**src/rtl/vga_timing_pkg.sv**
```systemverilog
// 640x480@60 timing constants shared by the VGA generator and the receive monitor,
// plus the monitor's lock state encoding.
package vga_timing_pkg;

  localparam int unsigned VGA_H_TOTAL     = 800;
  localparam int unsigned VGA_H_SYNC      = 96;
  localparam int unsigned VGA_H_ACT_START = 144;
  localparam int unsigned VGA_H_ACT       = 640;
  localparam int unsigned VGA_V_TOTAL     = 525;
  localparam int unsigned VGA_V_SYNC      = 2;
  localparam int unsigned VGA_V_ACT_START = 35;
  localparam int unsigned VGA_V_ACT       = 480;

  localparam int unsigned HCNT_W = 11;
  localparam int unsigned VCNT_W = 10;

  typedef enum logic [1:0] {
    SEARCH,
    ACQUIRE,
    LOCKED
  } mon_state_t;

endpackage

```
**src/rtl/vga_bus_sampler.sv**
```systemverilog
// Two-stage capture of the VGA bus in the CLOCK_50 domain; produces a pixel-clock
// tick and sync edge pulses, all qualified by tick.
module vga_bus_sampler (
  input  logic        CLOCK_50,
  input  logic        reset,
  input  logic        VGA_CLK,
  input  logic        VGA_HS,
  input  logic        VGA_VS,
  input  logic [7:0]  VGA_R,
  input  logic [7:0]  VGA_G,
  input  logic [7:0]  VGA_B,
  output logic        tick,
  output logic        hs_fall,
  output logic        hs_rise,
  output logic        vs_fall,
  output logic        vs_rise,
  output logic [23:0] rgb
);

  logic clk_q1, hs_q1, vs_q1;
  logic clk_q2, hs_q2, vs_q2;

  // hs_q2/vs_q2 hold the sync levels seen at the previous tick, so an edge is
  // recognised on the tick even if sync moves on the other pixel-clock phase.
  always_ff @(posedge CLOCK_50) begin
    if (!reset) begin
      clk_q1 <= 1'b0;
      hs_q1  <= 1'b0;
      vs_q1  <= 1'b0;
      rgb    <= '0;
      clk_q2 <= 1'b0;
      hs_q2  <= 1'b0;
      vs_q2  <= 1'b0;
    end else begin
      clk_q1 <= VGA_CLK;
      hs_q1  <= VGA_HS;
      vs_q1  <= VGA_VS;
      rgb    <= {VGA_R, VGA_G, VGA_B};
      clk_q2 <= clk_q1;
      if (tick) begin
        hs_q2 <= hs_q1;
        vs_q2 <= vs_q1;
      end
    end
  end

  always_comb begin
    tick    = clk_q1 & ~clk_q2;
    hs_fall = tick & ~hs_q1 &  hs_q2;
    hs_rise = tick &  hs_q1 & ~hs_q2;
    vs_fall = tick & ~vs_q1 &  vs_q2;
    vs_rise = tick &  vs_q1 & ~vs_q2;
  end

endmodule

```
**src/rtl/vga_rx_monitor.sv**
```systemverilog
// VGA receive monitor: checks line/frame timing, tracks lock, and emits one
// registered strobe with coordinates and colour per active pixel once locked.
module vga_rx_monitor
  import vga_timing_pkg::*;
#(
  parameter int unsigned H_TOTAL     = VGA_H_TOTAL,
  parameter int unsigned H_SYNC      = VGA_H_SYNC,
  parameter int unsigned H_ACT_START = VGA_H_ACT_START,
  parameter int unsigned H_ACT       = VGA_H_ACT,
  parameter int unsigned V_TOTAL     = VGA_V_TOTAL,
  parameter int unsigned V_SYNC      = VGA_V_SYNC,
  parameter int unsigned V_ACT_START = VGA_V_ACT_START,
  parameter int unsigned V_ACT       = VGA_V_ACT,
  parameter int unsigned CHECK_BLANK = 1
) (
  input  logic        CLOCK_50,
  input  logic        reset,
  input  logic        VGA_CLK,
  input  logic        VGA_HS,
  input  logic        VGA_VS,
  input  logic [7:0]  VGA_R,
  input  logic [7:0]  VGA_G,
  input  logic [7:0]  VGA_B,
  output logic        px_valid,
  output logic [9:0]  px_x,
  output logic [9:0]  px_y,
  output logic [7:0]  px_r,
  output logic [7:0]  px_g,
  output logic [7:0]  px_b,
  output logic        frame_start,
  output logic        locked,
  output logic [15:0] err_count
);

  localparam logic [HCNT_W-1:0] H_LAST = HCNT_W'(H_TOTAL - 1);
  localparam logic [HCNT_W-1:0] H_SW   = HCNT_W'(H_SYNC);
  localparam logic [HCNT_W-1:0] H_A0   = HCNT_W'(H_ACT_START);
  localparam logic [HCNT_W-1:0] H_A1   = HCNT_W'(H_ACT_START + H_ACT);
  localparam logic [VCNT_W-1:0] V_LAST = VCNT_W'(V_TOTAL - 1);
  localparam logic [VCNT_W-1:0] V_SW   = VCNT_W'(V_SYNC);
  localparam logic [VCNT_W-1:0] V_A0   = VCNT_W'(V_ACT_START);
  localparam logic [VCNT_W-1:0] V_A1   = VCNT_W'(V_ACT_START + V_ACT);

  logic              tick, hs_fall, hs_rise, vs_fall, vs_rise;
  logic [23:0]       rgb;
  logic [HCNT_W-1:0] hcount, h_new;
  logic [VCNT_W-1:0] vcount, v_new;
  mon_state_t        state, state_d;
  logic              active, err_hit, px_fire, fs_fire;

  vga_bus_sampler u_sampler (
    .CLOCK_50 (CLOCK_50),
    .reset    (reset),
    .VGA_CLK  (VGA_CLK),
    .VGA_HS   (VGA_HS),
    .VGA_VS   (VGA_VS),
    .VGA_R    (VGA_R),
    .VGA_G    (VGA_G),
    .VGA_B    (VGA_B),
    .tick     (tick),
    .hs_fall  (hs_fall),
    .hs_rise  (hs_rise),
    .vs_fall  (vs_fall),
    .vs_rise  (vs_rise),
    .rgb      (rgb)
  );

  // h_new/v_new are the coordinates of the pixel carried by this tick; window,
  // sync-width checks and output coordinates all use them.
  always_comb begin
    h_new = hs_fall ? '0 : hcount + 1'b1;
    v_new = vcount;
    if (hs_fall) begin
      v_new = vs_fall ? '0 : vcount + 1'b1;
    end
    active = (h_new >= H_A0) && (h_new < H_A1) && (v_new >= V_A0) && (v_new < V_A1);
  end

  always_comb begin
    err_hit = 1'b0;
    if (tick && state != SEARCH) begin
      if (hs_fall && hcount != H_LAST)                 err_hit = 1'b1;
      if (!hs_fall && hcount == H_LAST)                err_hit = 1'b1;
      if (hs_rise && h_new != H_SW)                    err_hit = 1'b1;
      if (vs_fall && vcount != V_LAST)                 err_hit = 1'b1;
      if (vs_rise && (!hs_fall || v_new != V_SW))      err_hit = 1'b1;
      if (CHECK_BLANK != 0 && rgb != '0 && !active)    err_hit = 1'b1;
    end
  end

  always_comb begin
    state_d = state;
    if (tick) begin
      case (state)
        SEARCH:  if (vs_fall) state_d = ACQUIRE;
        ACQUIRE: begin
          if (err_hit)      state_d = SEARCH;
          else if (vs_fall) state_d = LOCKED;
        end
        LOCKED:  if (err_hit) state_d = SEARCH;
        default: state_d = SEARCH;
      endcase
    end
    px_fire = tick && state == LOCKED && active && !err_hit;
    fs_fire = vs_fall && state_d == LOCKED;
  end

  always_ff @(posedge CLOCK_50) begin
    if (!reset) state <= SEARCH;
    else        state <= state_d;
  end

  always_ff @(posedge CLOCK_50) begin
    if (!reset) begin
      hcount      <= '0;
      vcount      <= '0;
      px_valid    <= 1'b0;
      px_x        <= '0;
      px_y        <= '0;
      px_r        <= '0;
      px_g        <= '0;
      px_b        <= '0;
      frame_start <= 1'b0;
      locked      <= 1'b0;
      err_count   <= '0;
    end else begin
      if (tick) begin
        hcount <= h_new;
        vcount <= v_new;
      end
      px_valid    <= px_fire;
      px_x        <= px_fire ? 10'(h_new - H_A0) : '0;
      px_y        <= px_fire ? 10'(v_new - V_A0) : '0;
      px_r        <= px_fire ? rgb[23:16] : '0;
      px_g        <= px_fire ? rgb[15:8]  : '0;
      px_b        <= px_fire ? rgb[7:0]   : '0;
      frame_start <= fs_fire;
      locked      <= (state_d == LOCKED);
      if (err_hit && err_count != '1) begin
        err_count <= err_count + 1'b1;
      end
    end
  end

endmodule
```
**config.mk**
```make
export PLATFORM = sky130hd
export DESIGN_NAME = vga_rx_monitor
export DESIGN_NICKNAME = d
export VERILOG_FILES = /design/src/rtl/vga_timing_pkg.sv /design/src/rtl/vga_bus_sampler.sv /design/src/rtl/vga_rx_monitor.sv
export SDC_FILE = /design/constraint.sdc
export NUM_CORES = 1
export LEC_CHECK = 0
export BUFFER_PORTS_ARGS = -buffer_cell sky130_fd_sc_hd__buf_4
export CAP_MARGIN = 30
export CORE_MARGIN = 2
export CORE_UTILIZATION = 41
export CTS_CLUSTER_SIZE = 40
export DETAILED_ROUTE_END_ITERATION = 12
export PLACE_DENSITY = 0.73
export SETUP_SLACK_MARGIN = 0.1
export SYNTH_ARGS = -nofsm -noshare
export SYNTH_HDL_FRONTEND = slang
export SYNTH_SLANG_ARGS = --single-unit
```
**constraint.sdc**
```tcl
create_clock -name CLOCK_50 -period 4.3 [get_ports CLOCK_50]
set_input_delay 0.86 -clock CLOCK_50 [delete_from_list [all_inputs] [get_ports CLOCK_50]]
set_output_delay 0.86 -clock CLOCK_50 [all_outputs]
set_load 0.1 [all_outputs]
```
# Yosys cells after proc, flatten, opt, wreduce, memory -nomap -nowiden
# Index checks and enable logic that the tools add are counted.
# Widths: inputs -> output; s select.
# word_totals
ff_bits,116
inputBits,29
# classes
bitwise_logic,14
reduce_logical,23
add_sub_neg,5
eq_ne,9
order_cmp,4
n_mux,16
# op_table
operator,count
$reduce_bool 24->1,1
$mux 10,2
$add 16x1->16 const B,1
$ne 16x16->1 const B,1
$logic_and 1x1->1,15
$add 11x1->11 const B,1
$eq 11x10->1 const B,1
$ge 11x8->1 const B,1
$lt 11x10->1 const B,1
$mux 11,1
$ne 11x10->1 const B,1
$ne 11x7->1 const B,1
$add 10x1->10 const B,1
$ge 10x6->1 const B,1
$lt 10x10->1 const B,1
$mux 2,5
$ne 10x10->1 const B,1
$ne 10x2->1 const B,1
$sub 10x6->10 const B,1
$sub 10x8->10 const B,1
$and 1x1->1,9
$mux 1,7
$pmux 2 s3,1
$not 1->1,5
other kinds (7),10

# Depth between registers and ports, before layout
# Gate-level depths: netlist of run 1.
# logic_depth
ltp_word,18
ltp_mapped,16
depth_no_buf,12

# Hierarchy
# A second synthesis of run 1 with hierarchy kept.
# hier_totals
hier_cells,552
hier_area_um2,5162.5
# modules_own_cells
mod,cells_per_inst,instances,area_each_um2
vga_rx_monitor,479,1,4274.1
vga_bus_sampler,73,1,888.4

# Least setup slack after synthesis of run 1
# Ideal clock, no wire load.
# synth_timing
path_type,register to register
startpoint,register u_sampler.clk_q2
endpoint,register err_count[14]
synth_period_minus_slack_ps,3071
path_stages_with_launch,14
path_buffers,3
required_ps,4230
setup_time_ps,70
arrival_ps,3000
path_slack_ps,1229
path_cell_list,dfxtp_1 -> and4bb_1 -> buf_4 -> clkbuf_1 -> nand3_1 -> nand2_1 -> ha_1 -> nor2_1 -> and4_1 -> o2111a_2 -> o21a_4 -> buf_6 -> or4_1 -> a21oi_1
# synth_between
elab_chain_len,14
# synth_rtl
item,line_no,rtl
start: declaration,vga_bus_sampler.sv:21,"logic clk_q2, hs_q2, vs_q2;"
start signal: assignment,vga_bus_sampler.sv:39,clk_q2 <= clk_q1;
$not 1->1 *,vga_bus_sampler.sv:48,tick = clk_q1 & ~clk_q2;
$and 1x1->1 *,vga_bus_sampler.sv:48,
$and 1x1->1 (2 in series),vga_bus_sampler.sv:51,vs_fall = tick & ~vs_q1 & vs_q2;
$mux 10,vga_rx_monitor.sv:74,v_new = vs_fall ? '0 : vcount + 1'b1;
$mux 10 *,vga_rx_monitor.sv:73,if (hs_fall) begin
named net v_new[1],vga_rx_monitor.sv:47,"logic [VCNT_W-1:0] vcount, v_new;"
$ge 10x6->1,vga_rx_monitor.sv:76,active = (h_new >= H_A0) && (h_new < H_A1) && (v_new >= V_A0) && (v_new < V_A1);
$logic_and 1x1->1 (2 in series),vga_rx_monitor.sv:76,
$logic_not 1->1,vga_rx_monitor.sv:87,if (CHECK_BLANK != 0 && rgb != '0 && !active) err_hit = 1'b1;
$logic_and 1x1->1,vga_rx_monitor.sv:87,
$mux 1 *,vga_rx_monitor.sv:87,
$mux 1 *,vga_rx_monitor.sv:81,if (tick && state != SEARCH) begin
$logic_and 1x1->1 *,vga_rx_monitor.sv:139,if (err_hit && err_count != '1) begin
end signal: assignment,vga_rx_monitor.sv:140,err_count <= err_count + 1'b1;
end: declaration,vga_rx_monitor.sv:32,output logic [15:0] err_count
# The timed path passes the listed nets; every way through them passes the cells marked *.
# A chain may end at the register's enable or synchronous reset.

# Worst setup path in the final report of run 1
# layout_timing
startpoint,register u_sampler.clk_q1
endpoint,register err_count[13]
# layout_between
elab_chain_len,13
# layout_rtl
item,line_no,rtl
start: declaration,vga_bus_sampler.sv:20,"logic clk_q1, hs_q1, vs_q1;"
start signal: assignment,vga_bus_sampler.sv:27,clk_q1 <= 1'b0;
start signal: assignment,vga_bus_sampler.sv:35,clk_q1 <= VGA_CLK;
$and 1x1->1 *,vga_bus_sampler.sv:48,
$and 1x1->1 (2 in series),vga_bus_sampler.sv:51,
$mux 10,vga_rx_monitor.sv:74,
$mux 10 *,vga_rx_monitor.sv:73,
named net v_new[0],vga_rx_monitor.sv:47,
$ge 10x6->1,vga_rx_monitor.sv:76,
$logic_and 1x1->1 (2 in series),vga_rx_monitor.sv:76,
$logic_not 1->1,vga_rx_monitor.sv:87,
$logic_and 1x1->1,vga_rx_monitor.sv:87,
$mux 1 *,vga_rx_monitor.sv:87,
$mux 1 *,vga_rx_monitor.sv:81,
$logic_and 1x1->1 *,vga_rx_monitor.sv:139,
# Marks and branches as above.

==> results of run 1 <==
-- state kept, by name, summed over array words and instances, names as in the netlist, 2 cells and up --
| register | count |
|---|---|
| px_x | 10 |
| state | 2 |
| px_b | 8 |
| u_sampler.rgb | 24 |
| px_y | 10 |
| vcount | 10 |
| px_r | 8 |
| hcount | 11 |
| err_count | 16 |
| px_g | 8 |
-- cells in the final DEF (no fill, tap or decap), types with 3 or more instances in the layout --
master      instances
clkinv_4            4
a31oi_1             5
and4_1              5
nor3b_1             5
nor2_1             52
and3_1              4
o31ai_1            11
nand2b_1            7
mux2i_1             6
xor2_1             10
nor4_1             12
nor2b_1             3
ha_1                9
clkbuf_16          17
buf_4              97
nand4_1            12
nand2_1            53
or4_1              10
nor3_1             13
clkinvlp_4          5
or3_1               4
nand3_1            20
o21ai_0            14
dfxtp_1           116
a21oi_1            38
inv_1              12
xnor2_1            16
and2_1             55
-- power by group --
group	switching (mW)	internal [mW]	total, mW
sequential	0.0108	1.09	1.10
combinational	0.0382	0.0359	0.0741
clock	0.506	0.852	1.36
total	0.555	1.98	2.54
-- metrics by stage --
stage / instances / util / hold slack, ps
final: 795 / 0.541 / 453
after global placement: 764 / 0.490 / 437
after floorplan: 556 / - / 430
after CTS: 795 / 0.541 / 455
after detailed placement: 764 / 0.490 / 443
after global routing: 795 / 0.541 / 475
-- cells by family after synthesis --
group	Yosys count	share of synthesized area
compound gates	89	0.117
xor+xnor	26	0.0463
fa+ha+maj	9	0.0229
buf+inv	45	0.0405
flops	116	0.473
mux	6	0.0122
simple gates	265	0.289
-- worst max-delay path, delay by kind of cell, from the launching register on --
family	cells	cell delay, ps
compound gates	4	1080
simple gates	5	1710
fa+ha+maj	1	330
flops	1	390
-- routing by layer --
metal / part of all wire / global-route usage
met4: 0.019 / 0.0797
met2: 0.51 / 0.327
met3: 0.055 / 0.0494
met5: 0.0010 / 0
met1: 0.41 / 0.212
-- layout make-up --
type,count,area [um^2]
fill,1018,5310
multi-input combinational,395,2390
sequential,116,2320
timing repair buffer,97,728
clock buffer,17,425
tap,143,179
clock inverter,14,155
inverter,13,48.8
-- path summary, 6_finish.rpt --
path | slack (ps) | cells after the start | endpoint | from
worst min-delay path | 450 | 1 | px_b[2] | u_sampler.rgb[2]
worst max-delay path | 710 | 10 | err_count[13] | u_sampler.clk_q1
worst min register to register | 450 | 1 | px_b[2] | u_sampler.rgb[2]
worst max register to register | 710 | 10 | err_count[13] | u_sampler.clk_q1
==> results.py, run 1 <==
metrics = {
    "run_status": {
        "status": "finished, final reports clean",
    },
    "yosys": {
        "ys_ff_latch": 116,
        "yosysWarnings": 0,
        "synth_area_leader_cell": "dfxtp_1",
        "syn_avg_cell_area_um2": 8.84,
        "ys_async_sr_fraction": 0,
        "ys_types": 55,
        "syn_area_mm2": 0.00491,
        "syn_nets": 594,
        "synthFlopType": "dfxtp_1",
        "netlist.area_leader.share": 0.473,
        "synthesis.instances": 556,
        "synthTopCellsByArea": "dfxtp_1 (47%), and2_1 (7.0%), nand2_1 (4.0%)",
        "synth-edff-count": 0,
        "ys_seq_area_frac": 0.473,
        "yosysMostFrequentCell": "dfxtp_1",
        "ys_top_cells_by_count": "dfxtp_1 (116), and2_1 (55), nand2_1 (53)",
    },
    "global_routing": {
        "grt_util_all_layers": 0.186,
        "grt_antenna_before_repair": 1,
        "grt_pass1_vias": 4171,
        "grt_max_degree": 43,
        "grt_pass1_wl_um": 19300,
        "grt_overflow": 0,
    },
    "detailed_routing": {
        "wl_per_cell_um": 14.6,
        "vias": 4270,
        "first_pass_iters": 5,
        "drc_errors": 0,
        "via_per_inst": 5.37,
        "route.antenna.remaining_nets": 0,
        "drt_iter0_drc": 287,
        "drt_wl_total_um": 11600,
    },
    "clock_tree": {
        "post_cts_resized": 0,
        "insertion_delay_ps": 410,
        "cts_root_buffer": "clkbuf_16",
        "cts.sink_count": 116,
        "cts_tree": "built",
        "clkTransAtPathRegs_ps": 50,
        "hold_buffers": 0,
        "clockBufferDepth": 2,
        "postCtsSetupBuffers": 0,
        "numCtsBuffers": 17,
        "htreeDepth": 4,
    },
    "final_layout": {
        "syn_to_final_growth_pct": 27.2,
        "drive_gt1_frac": 0.215,
        "final_area_mm2": 0.00625,
        "diodes": 0,
        "nets": 678,
    },
    "setup_path": {
        "crit_required_ps": 4640,
        "cp_max_fo": 26,
        "crit_slowest_cell": "and4bb_1",
        "worstSetupPathType": "reg -> reg",
        "crit_path_end_kind": "register",
        "cp-start-kind": "register",
        "crit_chain": "and4bb_1, nand2_4, o21ai_1, ha_1, nor2_1, and4_1, o2111a_2, o21a_4, or4_1, a21oi_1",
        "max_stage_delay_ps": 760,
        "crit_arrival_ps": 3930,
    },
    "sta": {
        "setup_slack_ps": 712,
        "fin_crit_sh": 0.834,
        "period_needed_ps": 3590,
        "tightest_slew_ps": 816,
        "setup_tns_ps": 0,
        "max_freq_mhz": 279,
        "hold_viol": 0,
        "slew_headroom": 0.456,
        "drv_slew": 0,
        "rsz0062_at_grt": "no",
        "worst_clock_skew_ps": 7.15,
        "setup_viol": 0,
    },
    "placement": {
        "dp_slack_ps": 765,
        "dp_hpwl_um": 8110,
        "place.gp.congestion": 0.913,
        "port_buffers": 91,
        "place_area_mm2": 0.00567,
    },
    "pwr": {
        "ir_drop_uv": 195,
        "powerDensity_mw_per_mm2": 406,
        "p_leak_nw": 2.52,
        "power_mw": 2.54,
    },
    "floorplanning": {
        "die_area_mm2": 0.0129,
        "start_util": 0.425,
        "core_area_mm2": 0.0116,
        "ioPinCount": 92,
        "die_h_um": 113,
        "die_w_um": 113,
        "num_rows": 39,
    },
    "hold_path": {
        "hp-class": "reg -> reg",
    },
    "job": {
        "maxCapViolations": 0,
    },
}
Power figures use the tool's default switching activity.
==> run 2, diff against run 1 <==
- PLACE_DENSITY: 0.73 -> 0.75
- clock period: 4.3 -> 2.9 ns (I/O delays scaled with it)
==> results.py, run 2 (synthesis results as in run 1) <==
metrics = {
    "detailed_routing": {
        "drc_errors": 0,
        "wl_per_cell_um": 16.9,
        "drt_wl_total_um": 14800,
        "drt_iter0_drc": 327,
        "via_per_inst": 5.45,
        "vias": 4766,
        "first_pass_iters": 5,
        "route.antenna.remaining_nets": 0,
    },
    "pwr": {
        "pwr-share-seq": 0.428,
        "clkPwrFrac": 0.534,
        "p_leak_nw": 3.06,
        "power_mw": 3.82,
        "switching_power_uw": 985,
        "p_comb_frac": 0.038,
        "powerDensity_mw_per_mm2": 516,
        "p_int_mw": 2.84,
        "swShare": 0.258,
        "ir_drop_uv": 320,
    },
    "setup_path": {
        "cp_max_fo": 11,
        "crit_arrival_ps": 3350,
        "ff2ff_setup_slack_ps": -80,
        "crit_path_end_kind": "register",
        "crit_required_ps": 3270,
        "worstReg2RegEnd": "px_b[1]",
        "r2r_start": "vcount[3]",
        "worstSetupPathType": "reg -> reg",
        "cp-start-kind": "register",
        "reg2reg_depth": 11,
    },
    "final_layout": {
        "regMostFlops": "u_sampler.rgb",
        "drive_gt1_frac": 0.413,
        "reg_top3": "u_sampler.rgb x24, err_count x16, hcount x11",
        "layout_commonest_cell": "buf_4",
        "nets": 756,
        "diodes": 0,
        "syn_to_final_growth_pct": 50.9,
        "largest_reg_flops": 24,
        "layout_common_cells": "buf_4 (155), dfxtp_1 (101), nand2_1 (51), and2_1 (40), a21oi_1 (34)",
    },
    "clock_tree": {
        "htreeDepth": 4,
        "numCtsBuffers": 17,
        "cts_tree": "built",
        "insertion_delay_ps": 420,
        "cts_root_buffer": "clkbuf_16",
        "hold_buffers": 0,
        "cts.sink_count": 116,
        "clockBufferDepth": 2,
        "clkTransAtPathRegs_ps": 70,
    },
    "sta": {
        "max_freq_mhz": 335,
        "worst_clock_skew_ps": 9.84,
        "drv_slew": 0,
        "fin_crit_sh": 1.03,
        "rsz0062_at_grt": "yes",
        "slew_headroom": 0.422,
        "setup_slack_ps": -81.1,
        "period_needed_ps": 2980,
        "tightest_slew_ps": 864,
        "setup_tns_ps": -1440,
        "setup_viol": 31,
        "hold_viol": 0,
    },
    "global_routing": {
        "grt_max_degree": 43,
        "grt_overflow": 0,
        "grt_antenna_before_repair": 0,
        "grt_pass1_vias": 4542,
        "grt_util_all_layers": 0.209,
        "grt_pass1_wl_um": 21700,
    },
    "hold_path": {
        "hp-start": "VGA_G[3]",
        "min_path_cells": 2,
        "hold_end": "u_sampler.rgb[11]",
        "hp-class": "in -> reg",
    },
    "floorplanning": {
        "core_area_mm2": 0.0116,
        "start_util": 0.425,
        "num_rows": 39,
        "die_area_mm2": 0.0129,
        "ioPinCount": 92,
        "die_w_um": 113,
        "die_h_um": 113,
    },
    "job": {
        "maxCapViolations": 0,
    },
    "placement": {
        "dp_slack_ps": -133,
        "port_buffers": 91,
        "dp_hpwl_um": 8810,
        "place.gp.congestion": 0.909,
    },
    "run_status": {
        "status": "complete, but fails checks",
        "violations": "setup timing",
    },
}
run 2: cell type report:
| cell class | instances | area (um^2) |
|---|---|---|
| clock buffers | 17 | 425 |
| clock inverters | 15 | 153 |
| repair buffers | 171 | 1430 |
| multi-input cells | 399 | 2830 |
| inverters | 13 | 51.3 |
| flip-flops and latches | 116 | 2350 |
| fillers | 875 | 4150 |
| well taps | 143 | 179 |
run 2: power by group through the flow:
stage	clock [mW]	sequential, mW	combinational, mW
2_1_floorplan	0	1.66	0.0633
3_3_place_gp	0	1.67	0.119
3_5_place_dp	0	1.67	0.121
4_1_cts	2.06	1.63	0.131
5_1_grt	2.14	1.64	0.158
6_report	2.04	1.63	0.147
run 2: timing repair:
action / in CTS / in global routing
gates resized for setup: 26 / 92
pin swaps: 14 / 51
setup endpoints to repair: 65 / 65
endpoints found under the hold margin: 0 / 0
setup buffers: 5 / 11
cloned: 2 / 8
run 2: stage by stage:
stage               cells  area, um^2   util  hold slack (ps)
global route          874        7410  0.641              360
global placement      816        6130  0.530              435
detailed placement    816        6130  0.530              441
floorplan             556        5000      -              430
finish                874        7410  0.641              367
CTS                   855        6840  0.591              360
run 2: critical path: stages (launching register included):
cell,delay [ps]
dfxtp_2,330
buf_4,190
nand3_1,170
o21ai_0,270
a21boi_0,180
or4_4,580
o31ai_4,190
and4_4,300
nand4_1,170
inv_2,220
clkbuf_16,180
and2_4,130
run 2: worst max path at each step:
stage,start,end,slack (ps),depth (start not counted)
finish,vcount[3],px_b[1],-80,11
global route,vcount[3],px_b[6],-200,11
CTS,u_sampler.hs_q1,state[0],100,11
detailed placement,u_sampler.clk_q2,err_count[7],-130,10
global placement,u_sampler.clk_q2,err_count[11],-20,10
floorplan,hcount[3],err_count[14],90,14
run 2: metal layers:
metal / track usage / share of wire
met1: 0.253 / 0.41
met2: 0.352 / 0.51
met3: 0.0696 / 0.062
met4: 0.0667 / 0.022
met5: 0 / 0
==> run 3, diff against run 2 <==
- CORE_ASPECT_RATIO: default -> 0.75
==> results.py, run 3 (synthesis results as in run 1) <==
metrics = {
    "final_layout": {
        "nets": 754,
        "reg_top3": "u_sampler.rgb x24, err_count x16, hcount x11",
        "diodes": 0,
        "regMostFlops": "u_sampler.rgb",
        "layout_commonest_cell": "buf_4",
        "layout_common_cells": "buf_4 (158), dfxtp_1 (100), nand2_1 (48), nor2_1 (36), a21oi_1 (34)",
        "drive_gt1_frac": 0.429,
        "syn_to_final_growth_pct": 53.4,
        "largest_reg_flops": 24,
    },
    "placement": {
        "place.gp.congestion": 0.927,
        "dp_hpwl_um": 8980,
        "port_buffers": 91,
    },
    "clock_tree": {
        "cts_root_buffer": "clkbuf_16",
        "cts.sink_count": 116,
        "cts_tree": "built",
        "htreeDepth": 4,
        "insertion_delay_ps": 420,
        "clockBufferDepth": 2,
        "clkTransAtPathRegs_ps": 60,
        "numCtsBuffers": 17,
    },
    "detailed_routing": {
        "wl_per_cell_um": 16.3,
        "vias": 4712,
        "drt_wl_total_um": 14500,
        "drt_iter0_drc": 331,
        "drc_errors": 0,
        "route.antenna.remaining_nets": 0,
        "first_pass_iters": 7,
        "via_per_inst": 5.29,
    },
    "floorplanning": {
        "die_w_um": 130,
        "core_area_mm2": 0.0117,
        "die_h_um": 98.8,
        "ioPinCount": 92,
        "start_util": 0.422,
        "num_rows": 34,
        "die_area_mm2": 0.0129,
    },
    "pwr": {
        "powerDensity_mw_per_mm2": 532,
        "power_mw": 4.01,
        "p_leak_nw": 3.06,
        "ir_drop_uv": 554,
    },
    "sta": {
        "whs_ps": 369,
        "tightest_slew_ps": 630,
        "setup_viol": 1,
        "fin_crit_sh": 1.00,
        "rsz0062_at_grt": "yes",
        "max_freq_mhz": 344,
        "drv_slew": 0,
        "period_needed_ps": 2900,
        "setup_tns_ps": -4.11,
        "slew_headroom": 0.579,
        "setup_slack_ps": -4.11,
        "worst_clock_skew_ps": 11.8,
        "hold_viol": 0,
    },
    "setup_path": {
        "crit_required_ps": 3240,
        "worstSetupPathType": "reg -> reg",
        "crit_arrival_ps": 3250,
        "cp_max_fo": 7,
        "cp-start-kind": "register",
        "crit_path_end_kind": "register",
    },
    "job": {
        "maxCapViolations": 0,
    },
    "global_routing": {
        "grt_antenna_before_repair": 0,
        "grt_pass1_wl_um": 21100,
        "grt_pass1_vias": 4408,
        "grt_max_degree": 43,
        "grt_util_all_layers": 0.209,
        "grt_overflow": 0,
    },
    "run_status": {
        "status": "complete, but fails checks",
        "violations": "setup timing",
    },
    "hold_path": {
        "hp-class": "in -> reg",
    },
}
-- run 3: cell count changes in the layout (fill, tap and decap cells not counted), sizes merged --
cell,previous run,this run
clkinvlp,1,2
buf,167,168
inv,23,15
clkbuf,21,22
and4bb,2,1
bufinv,0,3
clkinv,4,5
-- run 3: worst paths after layout --
path / startpoint / to / slack (ps) / cells past startpoint
hold / removal: VGA_G[2] / u_sampler.rgb[10] / 370 / 2
setup / recovery: vcount[4] / err_count[11] / -4 / 10
setup reg to reg: vcount[4] / err_count[11] / -4 / 10
hold reg to reg: u_sampler.rgb[22] / px_r[6] / 470 / 1
-- run 3: worst max-delay path: stages, from the launching register on --
cell and delay [ps]:
dfxtp_1 340, buf_4 190, and4_4 250, nand3_1 110, nor3b_2 200, o31a_1 340, and4_1 190, o2111a_2 330
o21a_4 250, or4_1 480, a21oi_1 150
-- run 3: what timing repair did --
item / in CTS / in global routing
hold buffers: 0 / 0
pin swaps: 9 / 45
setup buffers: 5 / 17
gates resized for setup: 26 / 114
setup endpoints to repair: 64 / 65
cloned: 2 / 5
-- run 3: where the power goes --
| group | switching (mW) | internal (mW) |
|---|---|---|
| registers | 0.0178 | 1.62 |
| logic | 0.0748 | 0.0834 |
| clock network | 0.781 | 1.43 |
-- run 3: area by class of cell --
class                   instances  area, um^2
repair buffers                170        1400
multi-input cells             398        2890
clock inverters                12         166
clock buffers                  20         467
flip-flops and latches        116        2350
inverters                      13        61.3
well taps                     162         203
fillers                       903        4120
-- run 3: metrics by stage --
step / cell area [um^2] / setup WS, ps / utilization / instances
floorplan: 5000 / 94.4 / - / 556
global placement: 6110 / -29.3 / 0.525 / 830
detailed placement: 6110 / -130 / 0.525 / 830
CTS: 6880 / 88.0 / 0.590 / 869
global route: 7540 / -88.4 / 0.647 / 891
finish: 7540 / -4.11 / 0.647 / 891
-- run 3: routing by layer --
layer | vias to the layer above | wire length, um | global-route usage
li1 | 2259 | - | -
met1 | 2237 | 6340 | 0.261
met2 | 185 | 6990 | 0.342
met3 | 31 | 880 | 0.0581
met4 | 0 | 296 | 0.0843
met5 | - | 0 | 0
